## src/rtl/packet_link_pkg.sv

```systemverilog
// Shared helpers for the multi-channel packet link: width helper and round-robin picker.
// PACKET_LINK_PARITY_EN (optional) adds link parity; this package is unaffected by it.
package packet_link_pkg;

  localparam int MAX_CH   = 16;
  localparam int MAX_ID_W = 4;

  typedef struct packed {
    logic                found;
    logic [MAX_ID_W-1:0] idx;
  } rr_pick_t;

  function automatic int clog2_min1(input int n);
    return (n <= 2) ? 1 : $clog2(n);
  endfunction

  // Scan from rr_ptr upward, wrapping at n_ch; first eligible channel wins.
  function automatic rr_pick_t rr_pick(input logic [MAX_CH-1:0]   eligible,
                                       input logic [MAX_ID_W-1:0] rr_ptr,
                                       input int                  n_ch);
    rr_pick_t r;
    int       idx;
    r = '0;
    for (int i = 0; i < MAX_CH; i++) begin
      if (i < n_ch) begin
        idx = int'(rr_ptr) + i;
        if (idx >= n_ch) idx = idx - n_ch;
        if (!r.found && eligible[idx]) begin
          r.found = 1'b1;
          r.idx   = MAX_ID_W'(idx);
        end
      end
    end
    return r;
  endfunction

endpackage

```

## src/rtl/packet_chan_fifo.sv

```systemverilog
// Per-channel first-word-fall-through receive FIFO; head reads as zero while empty.
// Depth must be a power of two so the pointers wrap naturally.
module packet_chan_fifo
  import packet_link_pkg::*;
#(
  parameter int PK_W  = 32,
  parameter int DEPTH = 4
) (
  input  logic                             clk,
  input  logic                             rst,
  input  logic                             wr_en,
  input  logic [PK_W-1:0]                  wr_data,
  input  logic                             rd_en,
  output logic [PK_W-1:0]                  rd_data,
  output logic                             empty,
  output logic [clog2_min1(DEPTH):0]       count
);

  localparam int PTR_W = clog2_min1(DEPTH);

  logic [PK_W-1:0]  mem [DEPTH];
  logic [PTR_W-1:0] wr_ptr;
  logic [PTR_W-1:0] rd_ptr;
  logic             push;
  logic             pop;

  assign empty   = (count == '0);
  assign push    = wr_en && (count != (PTR_W+1)'(DEPTH));
  assign pop     = rd_en && !empty;
  assign rd_data = empty ? '0 : mem[rd_ptr];

  always_ff @(posedge clk or negedge rst) begin
    if (!rst) begin
      wr_ptr <= '0;
      rd_ptr <= '0;
      count  <= '0;
    end else begin
      if (push) wr_ptr <= wr_ptr + 1'b1;
      if (pop)  rd_ptr <= rd_ptr + 1'b1;
      if (push && !pop)      count <= count + 1'b1;
      else if (pop && !push) count <= count - 1'b1;
    end
  end

  always_ff @(posedge clk) begin
    if (push) mem[wr_ptr] <= wr_data;
  end

endmodule

```

## src/rtl/packet_link_mc.sv

```systemverilog
// N_CH sources round-robin arbitrated onto one link register, steered into per-channel FIFOs
// with credit flow control. Define PACKET_LINK_PARITY_EN for link parity, parity_err, inject_err.
module packet_link_mc
  import packet_link_pkg::*;
#(
  parameter int PK_W  = 32,
  parameter int N_CH  = 4,
  parameter int DEPTH = 4,
  parameter int CNT_W = 16
) (
  input  logic                 clk,
  input  logic                 rst,
  input  logic                 tick,
  input  logic [N_CH-1:0]      input_buffer_empty,
  input  logic [N_CH*PK_W-1:0] packet_in,
  output logic [N_CH-1:0]      src_pop,
  input  logic [N_CH-1:0]      read_req,
  output logic [N_CH*PK_W-1:0] recv_packet_in,
  output logic [N_CH-1:0]      recv_input_buffer_empty,
  output logic [CNT_W-1:0]     sent_count
`ifdef PACKET_LINK_PARITY_EN
  ,
  input  logic                 inject_err,
  output logic                 parity_err
`endif
);

  localparam int CH_ID_W = clog2_min1(N_CH);
  localparam int PTR_W   = clog2_min1(DEPTH);

  typedef struct packed {
    logic               valid;
    logic [CH_ID_W-1:0] id;
    logic [PK_W-1:0]    data;
`ifdef PACKET_LINK_PARITY_EN
    logic               parity;
`endif
  } link_t;

  link_t              link_p0;
  link_t              link_p1;
  logic [CH_ID_W-1:0] rr_ptr;
  logic [N_CH-1:0]    eligible;
  logic [N_CH-1:0]    wr_en;
  rr_pick_t           pick;
  logic               grant;
  logic [CH_ID_W-1:0] gidx;
  logic [PK_W-1:0]    gdata;
  logic               wr_ok;

  // Grant stage: pick a channel and form the link word
  assign pick  = rr_pick(MAX_CH'(eligible), MAX_ID_W'(rr_ptr), N_CH);
  assign grant = tick && rst && pick.found;
  assign gidx  = pick.idx[CH_ID_W-1:0];
  assign gdata = packet_in[int'(gidx)*PK_W +: PK_W];

  always_comb begin
    src_pop = '0;
    if (grant) src_pop[gidx] = 1'b1;
  end

  always_comb begin
    link_p0       = '0;
    link_p0.valid = grant;
    link_p0.id    = gidx;
    link_p0.data  = gdata;
`ifdef PACKET_LINK_PARITY_EN
    link_p0.parity  = ^gdata;
    link_p0.data[0] = gdata[0] ^ inject_err;
`endif
  end

  always_ff @(posedge clk or negedge rst) begin
    if (!rst) begin
      link_p1.valid <= 1'b0;
      rr_ptr        <= '0;
      sent_count    <= '0;
    end else begin
      link_p1 <= link_p0;
      if (grant) begin
        rr_ptr     <= (int'(gidx) == N_CH - 1) ? '0 : gidx + 1'b1;
        sent_count <= sent_count + 1'b1;
      end
    end
  end

  // Link stage: steer the word into its channel FIFO
`ifdef PACKET_LINK_PARITY_EN
  assign wr_ok = link_p1.valid && ((^link_p1.data) == link_p1.parity);

  always_ff @(posedge clk or negedge rst) begin
    if (!rst) parity_err <= 1'b0;
    else if (link_p1.valid && !wr_ok) parity_err <= 1'b1;
  end
`else
  assign wr_ok = link_p1.valid;
`endif

  for (genvar c = 0; c < N_CH; c++) begin : g_ch
    logic [PTR_W:0]   cnt;
    logic [PTR_W+1:0] credit;
    logic             in_flight;

    assign in_flight   = link_p1.valid && (link_p1.id == CH_ID_W'(c));
    assign credit      = (PTR_W+2)'(cnt) + (PTR_W+2)'(in_flight);
    assign eligible[c] = !input_buffer_empty[c] && (credit < (PTR_W+2)'(DEPTH));
    assign wr_en[c]    = wr_ok && (link_p1.id == CH_ID_W'(c));

    packet_chan_fifo #(
      .PK_W  (PK_W),
      .DEPTH (DEPTH)
    ) u_fifo (
      .clk     (clk),
      .rst     (rst),
      .wr_en   (wr_en[c]),
      .wr_data (link_p1.data),
      .rd_en   (read_req[c]),
      .rd_data (recv_packet_in[c*PK_W +: PK_W]),
      .empty   (recv_input_buffer_empty[c]),
      .count   (cnt)
    );
  end

endmodule

```

## config.mk

```make
export PLATFORM = sky130hd
export DESIGN_NAME = packet_link_mc
export DESIGN_NICKNAME = d
export VERILOG_FILES = /design/src/rtl/packet_link_pkg.sv /design/src/rtl/packet_chan_fifo.sv /design/src/rtl/packet_link_mc.sv
export SDC_FILE = /design/constraint.sdc
export NUM_CORES = 1
export LEC_CHECK = 0
export ABC_AREA = 1
export CORE_MARGIN = 2
export CORE_UTILIZATION = 40
export CTS_BUF_LIST = sky130_fd_sc_hd__clkbuf_2 sky130_fd_sc_hd__clkbuf_4 sky130_fd_sc_hd__clkbuf_8
export DETAILED_ROUTE_END_ITERATION = 8
export SLEW_MARGIN = 20
export SYNTH_ARGS = -nofsm -noshare
export SYNTH_HDL_FRONTEND = slang
export SYNTH_SLANG_ARGS = --single-unit
```

## constraint.sdc

```tcl
create_clock -name clk -period 3.4 [get_ports clk]
set_input_delay 0.68 -clock clk [delete_from_list [all_inputs] [get_ports clk]]
set_output_delay 0.68 -clock clk [all_outputs]
set_load 0.05 [all_outputs]
```

==> impl_results.md, run 1 <==
- Chip Height: 255.9 um
- Gr usage total: 21.26%
- Failing checks: negative setup slack
- CP required: 2720 ps
- Nets: 2817
- R2r setup slk: 550 ps
- Via count: 17820
- Antenna-violating nets left: 0
- Core area: 0.06285 sq mm
- DRT iter0 DRCs: 1208
- H-tree depth: 3
- # clock sinks: 593
- Fillcell total: 5611
- Io pins: 291
- RSZ-0062 raised after global routing: true
- Fin. Hold Viols: 0
- Met2 Use GR: 34.78%
- Total negative slack: -131.7 ps
- Final cell count without fillers: 3567
- Avg Cell Area, Syn: 10.97 sq um
- Grt peak-use layer: met2
- Final Hold Slack: 46.08 ps
- Clk pin slew, worst setup/hold paths: 60 ps
- Dpl cells: 3379
- Status: complete, but fails checks
- Pin count of the biggest net entering global routing: 67
- CP startpoint: input_buffer_empty[2]
- Share of the synthesized area in the top cell type: 64.59%
- Setup ws final: -42.62 ps
- Routed WL per cell: 19.68 um
- CTS tree: built
- Yosys warnings: 0
- Area Overhead vs Synth: 25.27%
- Critical Path AT: 2760 ps
- Worst min path class: primary input to asynchronous set/reset pin
- Syn nets: 2484
- CTS root buf: clkbuf_8
- Crit Path Class: primary input to primary output
- Grt met1 use: 28.25%
- Worst R2R End: link_p1[21]$_DFFE_PP_
- Synth Instances: 2314
- Placer Congestion: 0.9002
- First-pass GRT wire length: 105500 um
- R2R Path Start: link_p1[32]$_DFFE_PP_
- Leading area contributor after synthesis: edfxtp_1
- Vias per inst: 4.995
- Post-DP HPWL: 43470 um
- CP startpoint kind: primary input
- Worst-case reg-to-reg path depth: 15
- Clk_skew: 30.31 ps
- FP Rows: 92
- Input/output buffers: 290
- Max Cap Violations: 0
- Setup Viol. Count Final: 4
- Area contributors post-synth: edfxtp_1, nor2_1, o21ai_0, dfrtp_1, nand3_1
- Later-pin clock latency in the skew report: 670 ps
- CTS max path bufs: 3
- Post-route DRC: 0
- Overflow left after global routing: 0
- Fin crit period: 3443 ps
- Final Slew Violations: 0
- Die Area: 0.06549 sq mm
- Post-Route WL: 70190 um
- Die Span X: 255.9 um
- Maximum clock frequency: 290.5 MHz
- Final Instance Area: 0.03180 sq mm
- Fraction of layout cells with a size suffix above 1: 16.29%
- Vias in the first global route: 17560
- Distinct cells, synth: 31
- Fin crit share: 101.3%
- M3 GR Usage: 3.823%
- Worst Setup End Kind: primary output
- Initial antenna violation count: 4
- Register bit total from synthesis: 593
- Slew @ Worst Pin: 1146 ps
- Synthesized area: 0.02538 sq mm
- Initial Util: 40.39%
- Post-synthesis sequential area ratio: 69.22%
- Drt pass-1 iters: 5
- TritonCTS Buffers: 96
- Crit path max fanout: 4
- Slew margin rel.: 22.97%
- Cell Area, Placed: 0.02942 sq mm
[through the flow]
step,utilization (%),setup slack (ps)
after floorplan,-,134.1
after global placement,46.81,-154.1
after detailed placement,46.81,-172.3
after CTS,50.29,-81.41
after global routing,50.59,-209.7
final,50.60,-42.62
[registers in the layout (all words and copies together) (netlist names)]
signal              count
g_ch.u_fifo.count      12
g_ch.u_fifo.mem       512
g_ch.u_fifo.rd_ptr      8
g_ch.u_fifo.wr_ptr      8
link_p1                34
rr_ptr                  2
sent_count             16
wr_ok                   1
[cell usage in the layout (no fill, tap or decap), drive strengths merged, types with 7 or more instances in the layout]
cell type	synthesis	routed
a21oi	134	134
buf	52	206
clkbuf	76	141
clkdlybuf4s50	0	157
clkinv	2	23
clkinvlp	0	7
dfrtp	47	47
edfxtp	546	546
ha	27	27
inv	202	200
nand2	181	181
nand3	154	154
nor2	560	560
nor3	7	7
o21ai	275	275
xnor2	14	14
xor2	18	18
[final cells by class]
cell class,instances,area (sq um),area share (%)
well taps,846,1059,3.329
diodes,1,2.502,0.007869
clock buffers,141,1722,5.414
flip-flops and latches,593,17580,55.27
repair buffers,363,3641,11.45
inverters,204,785.8,2.471
clock inverters,30,236.5,0.7437
multi-input cells,1389,6777,21.31
[synthesized netlist by cell type]
master,n
a21boi_0,1
a21oi_1,134
a31oi_1,2
buf_1,18
buf_2,16
buf_4,14
buf_6,4
clkbuf_1,76
clkinv_1,2
dfrtp_1,47
edfxtp_1,546
fa_1,4
ha_1,27
inv_1,200
inv_2,2
mux2_2,2
nand2_1,177
nand2_2,4
nand3_1,153
nand3_2,1
nand3b_1,2
nand4_1,4
nor2_1,559
nor2_4,1
nor3_1,7
nor4_1,3
o21ai_0,273
o21ai_1,2
o31ai_1,1
xnor2_1,14
xor2_1,18
[routing by layer]
| layer | share of wire [%] | wire length, um | vias up |
|---|---|---|---|
| li1 | - | - | 8524 |
| met1 | 42 | 29770 | 8576 |
| met2 | 48 | 33750 | 612 |
| met3 | 6.3 | 4454 | 101 |
| met4 | 3.1 | 2183 | 4 |
| met5 | 0.037 | 26 | - |
[worst max-delay path, cell delays in order]
cell	delay, ps
clkdlybuf4s50_1	530
nor2_1	140
buf_4	180
nand3_4	90
nand2_2	80
nor2_1	50
nor2_2	120
buf_4	130
nand4_1	130
nand2_4	160
inv_4	70
ha_4	160
inv_2	60
nor2_4	40
buf_12	150
[worst max-delay path by stage]
| stage | to | slack, ps | cells past startpoint |
|---|---|---|---|
| final | src_pop[1] | -40 | 15 |
| after global routing | src_pop[0] | -210 | 15 |
| after CTS | src_pop[0] | -80 | 16 |
| after detailed placement | src_pop[1] | -170 | 16 |
| after global placement | src_pop[1] | -150 | 16 |
| after floorplan | src_pop[3] | 130 | 15 |
[cells by family (layout without fill, tap and decap cells)]
group,after synthesis,count (layout),share of synthesized area [%]
flip-flops,593,593,69.22
XOR/XNOR,32,32,1.104
multiplexers,2,2,0.08872
other,0,1,0
adder cells (fa/ha/maj),31,31,1.646
buffers and inverters,332,738,5.313
AO/OA/AOI/OAI,413,413,8.172
AND/OR/NAND/NOR,911,911,14.45
[timing repair]
item | 4_1_cts | 5_1_grt
endpoints found under the setup margin | 9 | 47
pin swaps | 19 | 12
gates resized for setup | 49 | 29
hold buffers | 0 | 0
setup buffers | 7 | 9
Power of run 1 is not shown: default switching activity piles up to over one toggle a cycle in this logic, so the estimate is an artifact.
==> run 2: changes to the inputs <==
==> constraint.sdc (replaced) <==
create_clock -name clk -period 3.2 [get_ports clk]
set_input_delay 0.64 -clock clk [delete_from_list [all_inputs] [get_ports clk]]
set_output_delay 0.64 -clock clk [all_outputs]
set_load 0.05 [all_outputs]
==> impl_results.md, run 2 (same netlist as run 1, synthesis figures left out) <==
- Status: complete, but fails checks (unchanged)
- Failing checks: negative setup slack (unchanged)
- Biggest register: g_ch.u_fifo.mem (unchanged)
- Initial antenna violation count: 4 (unchanged)
- Max Cap Violations: 0 (unchanged)
- Via count: 18090 (was 17820)
- Slew margin rel.: 30.23% (was 22.97%)
- Most common cell after layout, fill and taps aside: edfxtp_1 (unchanged)
- Slew @ Worst Pin: 1047 ps (was 1146 ps)
- Dpl cells: 3391 (was 3379)
- Most frequent cells in the layout: edfxtp_1, nor2_1, o21ai_0, inv_1, buf_4 (was edfxtp_1, nor2_1, o21ai_0, inv_1, nand2_1)
- CTS tree: built (unchanged)
- FF+latch area: 0.01758 sq mm (about the same)
- Critical Path AT: 2780 ps (was 2760 ps)
- DRT iter0 DRCs: 1388 (was 1208)
- Die Span X: 255.9 um (unchanged)
- CP startpoint kind: primary input (unchanged)
- Io pins: 291 (unchanged)
- # clock sinks: 593 (unchanged)
- Input/output buffers: 290 (unchanged)
- Placer Congestion: 0.8790 (was 0.9002)
- Die Area: 0.06549 sq mm (unchanged)
- Worst Setup End Kind: primary output (unchanged)
- Post-Route WL: 71290 um (was 70190 um)
- CTS max path bufs: 3 (unchanged)
- Fin crit period: 3424 ps
- Setup Viol. Count Final: 14 (was 4)
- Overflow left after global routing: 0 (unchanged)
- H-tree depth: 3 (unchanged)
- Final cell count without fillers: 3604 (was 3567)
- Gr usage total: 21.45% (was 21.26%)
- Post-route DRC: 0 (unchanged)
- Fraction of layout cells with a size suffix above 1: 17.58% (was 16.29%)
- Core area: 0.06285 sq mm (unchanged)
- Worst min path class: flip-flop to flip-flop (was primary input to asynchronous set/reset pin)
- Final Hold Slack: 536.0 ps (was 46.08 ps)
- Fin crit share: 107.0%
- Later-pin clock latency in the skew report: 670 ps (about the same)
- Initial Util: 40.39% (unchanged)
- Pin count of the biggest net entering global routing: 82 (was 67)
- Crit Path Class: primary input to primary output (unchanged)
- Clk pin slew, worst setup/hold paths: 60 ps (about the same)
- Nets: 2848 (was 2817)
- First-pass GRT wire length: 106400 um (was 105500 um)
- RSZ-0062 raised after global routing: true (unchanged)
- Maximum clock frequency: 292.1 MHz
- Max reg flops: 512 (unchanged)
- TritonCTS Buffers: 98 (was 96)
- Multi-input gate area: 0.006787 sq mm (was 0.006777 sq mm)
- Vias in the first global route: 17780 (was 17560)
- Chip Height: 255.9 um (unchanged)
- Fillcell total: 5570 (was 5611)
- Area Overhead vs Synth: 26.41% (was 25.27%)
- Vias per inst: 5.018 (was 4.995)
- Crit path max fanout: 4 (unchanged)
- Antenna-violating nets left: 0 (unchanged)
- FP Rows: 92 (unchanged)
- Drt pass-1 iters: 6 (was 5)
- Setup ws final: -223.6 ps (was -42.62 ps)
- Fin. Hold Viols: 0 (unchanged)
- Largest registers: g_ch.u_fifo.mem x512, link_p1 x34, sent_count x16 (unchanged)
- Post-DP HPWL: 43720 um (was 43470 um)
- Clk_skew: 27.62 ps (was 30.31 ps)
- CTS root buf: clkbuf_8 (unchanged)
- CP required: 2560 ps (was 2720 ps)
- Routed WL per cell: 19.78 um (was 19.68 um)
- Final Slew Violations: 0 (unchanged)
-- run 2: changes by cell type in the layout (fill, tap and decap cells not counted), moves of 3 or more --
cell      change
clkinv_2     +11
a21oi_2       +3
clkbuf_8      +6
clkbuf_4      -9
buf_4        +25
nand2_2       +3
a21oi_1       -3
diode_2       +4
-- run 2: timing repair --
item | in CTS | in global routing
pin swaps | 23 | 11
resized for setup | 64 | 32
endpoints found under the hold margin | 1 | 0
gates cloned | 0 | 1
endpoints found under the setup margin | 44 | 179
setup buffers | 28 | 4
hold buffers | 1 | 0
-- run 2: final timing paths --
check / to / slack [ps] / cells past startpoint / startpoint
hold reg to reg: g_ch[1].u_fifo.wr_ptr[0]$_DFFE_PN0P_ / 540 / 1 / g_ch[1].u_fifo.wr_ptr[0]$_DFFE_PN0P_
max in group asynchronous: g_ch[3].u_fifo.rd_ptr[0]$_DFFE_PN0P_ / 2230 / 3 / rst
setup reg to reg: link_p1[28]$_DFFE_PP_ / -10 / 22 / link_p1[32]$_DFFE_PP_
setup / recovery: src_pop[1] / -220 / 15 / input_buffer_empty[2]
hold / removal: g_ch[1].u_fifo.wr_ptr[0]$_DFFE_PN0P_ / 540 / 1 / g_ch[1].u_fifo.wr_ptr[0]$_DFFE_PN0P_
min in group asynchronous: sent_count[13]$_DFFE_PN0P_ / 550 / 3 / rst
-- run 2: worst max-delay path: stages --
cell,delay (ps)
clkdlybuf4s50_1,520
nor2_1,170
buf_4,140
nand3_1,100
nand2_2,90
nor2_1,50
nor2_2,160
buf_4,140
nand4_1,130
nand2_4,160
inv_4,60
ha_4,150
inv_2,60
nor2_4,40
buf_12,150
-- run 2: final cells by class --
cell class                 count  share of cell area (%)
sequential                   593                   54.78
multi-input combinational   1389                   21.15
timing repair buffer         392                   12.14
clock buffer                 137                   5.369
tap                          846                   3.299
inverter                     204                   2.437
clock inverter                38                  0.7798
antenna                        5                 0.03899
-- run 2: metrics by stage --
step / utilization [%] / worst slack [ps] / setup TNS, ps / cell area, sq um
2_1_floorplan: - / 43.90 / 0 / 25390
3_3_place_gp: 46.90 / -283.2 / -2308 / 29480
3_5_place_dp: 46.90 / -337.9 / -4070 / 29480
4_1_cts: 50.77 / -236.9 / -943.5 / 31910
5_1_grt: 51.04 / -344.9 / -5345 / 32080
6_report: 51.06 / -223.6 / -918.8 / 32090
-- run 2: metal layers --
metal	vias up	GRT usage [%]	routed length [um]
met5	-	0	22
met3	115	3.872	4622
li1	8596	-	-
met2	675	34.71	33960
met4	4	9.470	2664
met1	8696	28.36	30030
Power of run 2 is left out for the same reason.
==> run 3: changes to the inputs <==
--- a/config.mk
+++ b/config.mk
@@ -9,6 +9,7 @@
 export CORE_MARGIN = 2
 export CORE_UTILIZATION = 40
 export CTS_BUF_LIST = sky130_fd_sc_hd__clkbuf_2 sky130_fd_sc_hd__clkbuf_4 sky130_fd_sc_hd__clkbuf_8
+export CTS_CLUSTER_DIAMETER = 100
 export DETAILED_ROUTE_END_ITERATION = 8
 export SLEW_MARGIN = 20
 export SYNTH_ARGS = -nofsm -noshare
==> constraint.sdc (replaced) <==
create_clock -name clk -period 3.5 [get_ports clk]
set_input_delay 0.7 -clock clk [delete_from_list [all_inputs] [get_ports clk]]
set_output_delay 0.7 -clock clk [all_outputs]
set_load 0.05 [all_outputs]
==> impl_results.md, run 3 (same netlist as run 1, synthesis figures left out) <==
- Max Cap Violations: 0 (unchanged)
- Clk pin slew, worst setup/hold paths: 60 ps (about the same)
- Slew margin rel.: 27.58% (was 30.23%)
- CTS max path bufs: 3 (unchanged)
- Antenna-violating nets left: 0 (unchanged)
- Input/output buffers: 290 (unchanged)
- Final Instance Area: 0.03178 sq mm (was 0.03209 sq mm)
- Fin crit period: 3545 ps
- Slew @ Worst Pin: 1086 ps (was 1047 ps)
- # clock sinks: 593 (unchanged)
- CP required: 2800 ps (was 2560 ps)
- Most frequent cells in the layout: edfxtp_1, nor2_1, o21ai_0, inv_1, nand2_1 (was edfxtp_1, nor2_1, o21ai_0, inv_1, buf_4)
- Fraction of layout cells with a size suffix above 1: 16.45% (was 17.58%)
- Dpl cells: 3377 (was 3391)
- Drt pass-1 iters: 8 (was 6)
- Post-DP HPWL: 42430 um (was 43720 um)
- RSZ-0062 raised after global routing: true (unchanged)
- Via count: 17760 (was 18090)
- Pin count of the biggest net entering global routing: 67 (was 82)
- Setup Viol. Count Final: 3 (was 14)
- Nets: 2826 (was 2848)
- Most common cell after layout, fill and taps aside: edfxtp_1 (unchanged)
- Routed WL per cell: 19.47 um (was 19.78 um)
- Max reg flops: 512 (unchanged)
- Later-pin clock latency in the skew report: 680 ps (was 670 ps)
- FP Rows: 92 (unchanged)
- Final cell count without fillers: 3585 (was 3604)
- CTS tree: built (unchanged)
- Gr usage total: 21.06% (was 21.45%)
- CTS root buf: clkbuf_8 (unchanged)
- Clk_skew: 26.40 ps (was 27.62 ps)
- Worst Setup End Kind: primary output (unchanged)
- Die Area: 0.06549 sq mm (unchanged)
- Crit Path Class: flip-flop to primary output (was primary input to primary output)
- Initial Util: 40.39% (unchanged)
- Area Overhead vs Synth: 25.21% (was 26.41%)
- Core area: 0.06285 sq mm (unchanged)
- Initial antenna violation count: 5 (was 4)
- Biggest register: g_ch.u_fifo.mem (unchanged)
- Worst-case reg-to-reg path depth: 23 (was 22)
- Placer Congestion: 0.9197 (was 0.8790)
- Die Span X: 255.9 um (unchanged)
- Failing checks: negative setup slack (unchanged)
- Largest registers: g_ch.u_fifo.mem x512, link_p1 x34, sent_count x16 (unchanged)
- First-pass GRT wire length: 104900 um (was 106400 um)
- CP startpoint kind: flip-flop (was primary input)
- Fin. Hold Viols: 0 (unchanged)
- Pre-CTS setup slack: -126.6 ps (was -337.9 ps)
- Post-Route WL: 69810 um (was 71290 um)
- Final Slew Violations: 0 (unchanged)
- Critical Path AT: 2850 ps (was 2780 ps)
- Maximum clock frequency: 282.1 MHz
- Crit path max fanout: 4 (unchanged)
- DRT iter0 DRCs: 1284 (was 1388)
- Worst min path class: primary input to asynchronous set/reset pin (was flip-flop to flip-flop)
- Vias per inst: 4.955 (was 5.018)
- Cell Area, Placed: 0.02938 sq mm (was 0.02948 sq mm)
- H-tree depth: 3 (unchanged)
- Setup ws final: -45.31 ps (was -223.6 ps)
- TritonCTS Buffers: 97 (was 98)
- Fin crit share: 101.3%
- Io pins: 291 (unchanged)
- Post-route DRC: 0 (unchanged)
- Status: complete, but fails checks (unchanged)
- Vias in the first global route: 17540 (was 17780)
- Chip Height: 255.9 um (unchanged)
- Overflow left after global routing: 0 (unchanged)
==> run 3: cell types whose count changed in the layout (fill, tap and decap cells not counted), moves of 4 or more <==
| cell | previous run | this run |
|---|---|---|
| buf_6 | 6 | 13 |
| buf_4 | 185 | 162 |
| clkbuf_4 | 26 | 38 |
| clkbuf_8 | 112 | 106 |
| clkinv_2 | 15 | 7 |
| a21oi_1 | 129 | 133 |
| inv_6 | 0 | 4 |
| a21oi_2 | 5 | 1 |
==> run 3: area by class of cell <==
type / instances / area, sq um
antenna: 4 / 10.01
clock buffer: 144 / 1744
clock inverter: 34 / 188.9
fill: 5584 / 31070
inverter: 204 / 772.0
multi-input combinational: 1389 / 6725
sequential: 593 / 17580
tap: 846 / 1059
timing repair buffer: 371 / 3707
==> run 3: critical path, stage by stage (launching register included) <==
cell,delay [ps]
edfxtp_1,530
nor2_2,180
nand3_2,140
nand3_2,100
nand2_2,80
nand2_1,110
nand2_2,80
nor2_4,140
nand3_2,100
nand2_2,90
nand2_4,90
inv_4,110
ha_4,140
inv_2,30
nor2_2,90
buf_6,160
==> run 3: repair_timing <==
item / 4_1_cts / 5_1_grt
hold buffers: 1 / 0
gates resized for setup: 16 / 60
hold endpoints to repair: 9 / 0
cloned: 0 / 0
buffers inserted: 21 / 6
setup endpoints to repair: 36 / 134
pin swaps: 2 / 22
==> run 3: final timing paths <==
check	from	endpoint	slack, ps
worst max-delay path	link_p1[32]$_DFFE_PP_	src_pop[0]	-50
worst min-delay path	rst	sent_count[15]$_DFFE_PN0P_	390
worst max register to register	link_p1[32]$_DFFE_PP_	g_ch[0].u_fifo.count[1]$_DFFE_PN0P_	50
worst min register to register	g_ch[1].u_fifo.wr_ptr[0]$_DFFE_PN0P_	g_ch[1].u_fifo.wr_ptr[0]$_DFFE_PN0P_	540
max in group asynchronous	rst	wr_ok$_DFF_PN0_	1800
min in group clk	g_ch[1].u_fifo.wr_ptr[0]$_DFFE_PN0P_	g_ch[1].u_fifo.wr_ptr[0]$_DFFE_PN0P_	540
==> run 3: metal layers <==
layer	track usage, %	share of wire (%)	vias to the layer above
met1	27.79	43	8543
met2	34.64	48	549
met4	9.016	3.3	4
met3	3.347	5.5	109
met5	0	0.039	-
li1	-	-	8557
==> run 3: stage by stage <==
| step | TNS (ps) | util, % | hold WS (ps) |
|---|---|---|---|
| final | -92.90 | 50.57 | 393.1 |
| after detailed placement | -329.0 | 46.75 | 527.7 |
| after CTS | -539.2 | 50.17 | 321.5 |
| after floorplan | 0 | - | 404.4 |
| after global routing | -919.3 | 50.56 | 365.2 |
| after global placement | -179.4 | 46.75 | 510.9 |
Power of run 3 is left out for the same reason.
